[src/rtl/xor_parity_sched_if.sv]
// rtl/xor_parity_sched_if.sv - requester/engine signal bundle for the shared parity engine
interface xor_parity_sched_if #(
    parameter int NREQ  = 4,
    parameter int WIDTH = 16
);
    localparam int IW = $clog2(NREQ);

    logic [NREQ-1:0]       req;
    logic [NREQ*WIDTH-1:0] data;
    logic [NREQ-1:0]       gnt;
    logic                  busy;
    logic                  done;
    logic [IW-1:0]         done_id;
    logic                  parity;

    modport master (
        output req, data,
        input  gnt, busy, done, done_id, parity
    );

    modport slave (
        input  req, data,
        output gnt, busy, done, done_id, parity
    );
endinterface

[src/rtl/xor_parity_sched.sv]
// rtl/xor_parity_sched.sv - round-robin time-shared parity engine around one XOR5 cell
module xor5_sc (
    input  logic a,
    input  logic b,
    input  logic c,
    input  logic d,
    input  logic e,
    output logic y
);
    assign y = a ^ b ^ c ^ d ^ e;
endmodule

module xor_parity_sched #(
    parameter int NREQ  = 4,
    parameter int WIDTH = 16
) (
    input  logic               clk,
    input  logic               rst,
    xor_parity_sched_if.slave  bus
);
    localparam int NF = WIDTH / 4;
    localparam int CW = (NF > 1) ? $clog2(NF) : 1;
    localparam int IW = $clog2(NREQ);

    typedef enum logic {IDLE, RUN} state_t;

    state_t            state, state_nxt;
    logic [WIDTH-1:0]  sr, sr_nxt;
    logic              acc, acc_nxt;
    logic [CW-1:0]     cnt, cnt_nxt;
    logic [IW-1:0]     owner, owner_nxt;
    logic [IW-1:0]     last, last_nxt;
    logic [NREQ-1:0]   gnt_nxt;
    logic              busy_nxt, done_nxt, parity_nxt;
    logic [IW-1:0]     done_id_nxt;
    logic              fold;
    logic              found;
    logic [IW-1:0]     win;

    xor5_sc u_xor5 (
        .a (acc),
        .b (sr[0]),
        .c (sr[1]),
        .d (sr[2]),
        .e (sr[3]),
        .y (fold)
    );

    always_ff @(posedge clk or posedge rst) begin
        if (rst) begin
            state       <= IDLE;
            sr          <= '0;
            acc         <= 1'b0;
            cnt         <= '0;
            owner       <= '0;
            last        <= IW'(NREQ - 1);
            bus.gnt     <= '0;
            bus.busy    <= 1'b0;
            bus.done    <= 1'b0;
            bus.done_id <= '0;
            bus.parity  <= 1'b0;
        end else begin
            state       <= state_nxt;
            sr          <= sr_nxt;
            acc         <= acc_nxt;
            cnt         <= cnt_nxt;
            owner       <= owner_nxt;
            last        <= last_nxt;
            bus.gnt     <= gnt_nxt;
            bus.busy    <= busy_nxt;
            bus.done    <= done_nxt;
            bus.done_id <= done_id_nxt;
            bus.parity  <= parity_nxt;
        end
    end

    always_comb begin
        state_nxt   = state;
        sr_nxt      = sr;
        acc_nxt     = acc;
        cnt_nxt     = cnt;
        owner_nxt   = owner;
        last_nxt    = last;
        gnt_nxt     = '0;
        busy_nxt    = bus.busy;
        done_nxt    = 1'b0;
        done_id_nxt = bus.done_id;
        parity_nxt  = bus.parity;
        found       = 1'b0;
        win         = '0;

        // Scan starts just after the previous winner so every requester gets a turn.
        for (int i = 1; i <= NREQ; i++) begin
            if (!found && bus.req[(int'(last) + i) % NREQ]) begin
                found = 1'b1;
                win   = IW'((int'(last) + i) % NREQ);
            end
        end

        case (state)
            IDLE: begin
                if (found) begin
                    sr_nxt    = bus.data[int'(win)*WIDTH +: WIDTH];
                    acc_nxt   = 1'b0;
                    cnt_nxt   = '0;
                    owner_nxt = win;
                    last_nxt  = win;
                    gnt_nxt   = NREQ'(1) << win;
                    busy_nxt  = 1'b1;
                    state_nxt = RUN;
                end
            end
            RUN: begin
                acc_nxt = fold;
                sr_nxt  = sr >> 4;
                cnt_nxt = cnt + CW'(1);
                if (cnt == CW'(NF - 1)) begin
                    parity_nxt  = fold;
                    done_id_nxt = owner;
                    done_nxt    = 1'b1;
                    busy_nxt    = 1'b0;
                    state_nxt   = IDLE;
                end
            end
            default: state_nxt = IDLE;
        endcase
    end
endmodule

[src/flat_wrapper.sv]
// flat-port wrapper written by rule: the top's interface ports become plain ports
module xor_parity_sched_flat 
#(
    parameter int NREQ  = 4,
    parameter int WIDTH = 16
)
  (clk, rst, bus_req, bus_data, bus_gnt, bus_busy, bus_done, bus_done_id, bus_parity);
  xor_parity_sched_if #(.NREQ(NREQ), .WIDTH(WIDTH)) bus_i ();
  input  logic clk;
  input  logic rst;
  input wire logic [$bits(bus_i.req)-1:0] bus_req;
  input wire logic [$bits(bus_i.data)-1:0] bus_data;
  output wire logic [$bits(bus_i.gnt)-1:0] bus_gnt;
  output wire logic [$bits(bus_i.busy)-1:0] bus_busy;
  output wire logic [$bits(bus_i.done)-1:0] bus_done;
  output wire logic [$bits(bus_i.done_id)-1:0] bus_done_id;
  output wire logic [$bits(bus_i.parity)-1:0] bus_parity;
  assign bus_i.req = bus_req;
  assign bus_i.data = bus_data;
  assign bus_gnt = bus_i.gnt;
  assign bus_busy = bus_i.busy;
  assign bus_done = bus_i.done;
  assign bus_done_id = bus_i.done_id;
  assign bus_parity = bus_i.parity;
  xor_parity_sched #(.NREQ(NREQ), .WIDTH(WIDTH)) u_core (.clk(clk), .rst(rst), .bus(bus_i));
endmodule
[config.mk]
export PLATFORM = sky130hd
export DESIGN_NAME = xor_parity_sched_flat
export DESIGN_NICKNAME = d
export VERILOG_FILES = /design/src/rtl/xor_parity_sched_if.sv /design/src/rtl/xor_parity_sched.sv /design/src/flat_wrapper.sv
export SDC_FILE = /design/constraint.sdc
export NUM_CORES = 1
export LEC_CHECK = 0
export BUFFER_PORTS_ARGS = -buffer_cell sky130_fd_sc_hd__buf_2
export CORE_AREA = 2 2 98 53
export CTS_CLUSTER_DIAMETER = 80
export DETAILED_ROUTE_END_ITERATION = 8
export DIE_AREA = 0 0 100 55
export GPL_TIMING_DRIVEN = 0
export PLACE_DENSITY = 0.75
export SLEW_MARGIN = 10
export SYNTH_ARGS = -nofsm -noshare
export SYNTH_HDL_FRONTEND = slang
export SYNTH_SLANG_ARGS = --single-unit
[constraint.sdc]
create_clock -name clk -period 1.94 [get_ports clk]
set_input_delay 0.194 -clock clk [delete_from_list [all_inputs] [get_ports clk]]
set_output_delay 0.194 -clock clk [all_outputs]
set_load 0.01 [all_outputs]
==> reports/qor.yml <==
required_ps: 2090
tightestPinTransition_ps: 673.2
power.density_nw_per_um2: 1309
yosysUniqueCellTypes: 39
tns_ps: 0
grt_pass1_vias: 1629
drive_gt1_share_pct: 42.29
cp-end-kind: "register"
io_buffers: 78
num_rows: 18
multi_input_area_sq_um: 1071
fin_crit_ps: 1895
combPwrFrac_pct: 51.9
die_area_sq_um: 5500
synth.avg_cell_area_sq_um: 10.60
path_buf_inv: 2
crit_path_top_delay_cell: "dfstp_2"
status: "complete, no violations"
grt.overflow.total: 0
wire_per_inst_um: 16.31
setup_viol: 0
hold_class: "in -> async"
initial_core_util_pct: 42.31
cp_max_fo: 10
routabilityCongestion: 0.8857
antenna_left: 0
finalWirelength_mm: 5.529
cts.path.max_buffers: 2
area_growth_pct: 32.51
max-slew-margin-rel_pct: 55.06
p_sw_mw: 1.291
internal-power_mw: 2.145
synth_nets: 258
p_sw_share_pct: 37.58
fp.dieW_um: 100
nNetsFinal: 349
clkLatencyLatePin_ps: 280
drtIter0Drc: 84
drc_errors: 0
coreArea_sq_um: 4684
syn_area_sq_um: 1982
htreeDepth: 2
seqCellArea_sq_um: 828.3
dp.cells: 325
antenna_found_initial: 0
clock-sinks: 33
fmax_ghz: 0.5278
ys_ff_latch: 33
first_pass_iters: 4
path_delay_family: "flip-flops"
path_clk_slew_ps: 70
grt_usage_pct: 20.73
cp_cell_sequence: "nand2b_4 > a21oi_2 > nor3_4 > buf_4 > buf_6 > mux2i_1 > o211ai_1"
dp_hpwl_mm: 4.163
grt_pass1_wl_mm: 8.349
cts-root-buf: "clkbuf_8"
cpPeakStageDelay_ps: 580
ys_seq_area_share_pct: 41.79
diodes: 0
p_clk_share_pct: 15.2
finClkSkew_ps: 6.519
report.final.hold_viol_count: 0
top_level_ports: 79
drt-vias-per-instance: 5.569
worstPathArrival_ps: 2040
cts_tree: "built"
nFillCells: 434
hold-worst-slack_ps: 7.878
layout_commonest_cell: "buf_2"
grt_max_degree: 34
drv_slew: 0
start_kind: "register"
cts_buffers: 5
num_vias: 1888
cap_violations: 0
final_cells: 339
final_cell_mix: "buf_2, dfrtp_1, mux2i_1"
netlist_instances: 187
synth_edf_count: 0
worstSetupPathType: "reg -> reg"
post-route-period-util_pct: 97.67
yosys_warnings: 0
seqPwrFrac_pct: 32.9
p_leak_nw: 1.281
die_y_um: 55
ys_async_sr_fraction_pct: 100.0
max-vdd-ir-drop_mv: 0.4155
synth_ff_type: "dfrtp_1"
## state kept, by name, summed over array words and instances, names as in the netlist, 2 cells and up
signal / flops
u_core.sr: 16
u_core.bus.gnt: 4
u_core.bus.done_id: 2
u_core.cnt: 2
u_core.last: 2
u_core.owner: 2
## area by class of cell
type                       count  area share [%]
inverter                       3          0.4288
clock buffer                   8           3.430
buffer                        16           3.573
multi-input combinational    135           40.78
sequential                    33           31.54
timing repair buffer          84           17.39
tap                           60           2.859
## power groups by stage
stage	Clock, mW	Sequential, mW	Combinational, mW
finish	0.523	1.13	1.78
global route	0.575	1.16	1.95
CTS	0.536	1.13	1.63
detailed placement	0	1.14	1.62
global placement	0	1.13	1.57
floorplan	0	1.14	1.17
## per-stage QoR
step | instance area, sq um | util (%) | power (mW) | worst slack [ps]
after floorplan | 1982 | - | 2.315 | 125.1
after global placement | 2447 | 52.24 | 2.704 | -136.0
after detailed placement | 2447 | 52.24 | 2.756 | -166.9
after CTS | 2545 | 54.33 | 3.302 | 18.53
after global routing | 2626 | 56.06 | 3.678 | -17.58
final | 2626 | 56.06 | 3.437 | 45.18
## timing repair
item / in CTS / in global routing
pin swaps: 1 / 2
setup endpoints to repair: 15 / 13
cloned: 0 / 1
gates resized for setup: 0 / 8
hold buffers: 0 / 0
buffers inserted: 1 / 4
## kinds of logic after synthesis
| kind of cell | count (synthesis) | synth area share, % |
|---|---|---|
| flip-flops | 33 | 41.79 |
| multiplexers | 24 | 12.37 |
| AND/OR/NAND/NOR | 41 | 12.69 |
| buffers and inverters | 19 | 4.924 |
| XOR/XNOR | 4 | 1.767 |
| AO/OA/AOI/OAI | 65 | 25.82 |
| adder cells (fa/ha/maj) | 1 | 0.6312 |
## cell usage after synthesis, drive strengths merged, types with 2 or more instances
cell	number	share of area, %
dfrtp	31	39
mux2i	20	10
a21o	13	4.9
a22oi	12	4.5
nand4	12	3.8
o211ai	12	5.6
o31ai	12	4.5
nor2	10	1.9
clkbuf	9	1.7
buf	7	2.7
nand2	6	1.1
mux2	4	2.3
nor2b	4	2.0
o21ai	4	1.0
o221ai	4	1.8
xnor2	4	1.8
a21oi	3	0.95
inv	3	0.57
nand2b	3	0.95
a22o	2	0.88
dfstp	2	2.7
nor4	2	0.95
o21a	2	1.1
## worst paths after layout
path / start / end / slack, ps / cells past startpoint
worst max-delay path: u_core.last[0] / u_core.sr[11] / 50 / 7
worst min-delay path: rst / u_core.sr[7] / 8 / 2
worst max register to register: u_core.last[0] / u_core.sr[11] / 50 / 7
worst min register to register: u_core.bus.busy / u_core.bus.busy / 490 / 2
max in group asynchronous: rst / u_core.sr[2] / 1490 / 2
min in group clk: bus_data[57] / u_core.sr[9] / 210 / 3
## metal layers
| layer | up-vias | part of all wire, % | GRT usage (%) |
|---|---|---|---|
| met3 | 4 | 7.5 | 4.774 |
| met4 | 0 | 0.49 | 6.164 |
| met1 | 884 | 53 | 31.60 |
| li1 | 904 | - | - |
| met2 | 96 | 39 | 28.94 |
| met5 | - | 0 | 0 |
Note: power is estimated with default switching activity, not from simulation.
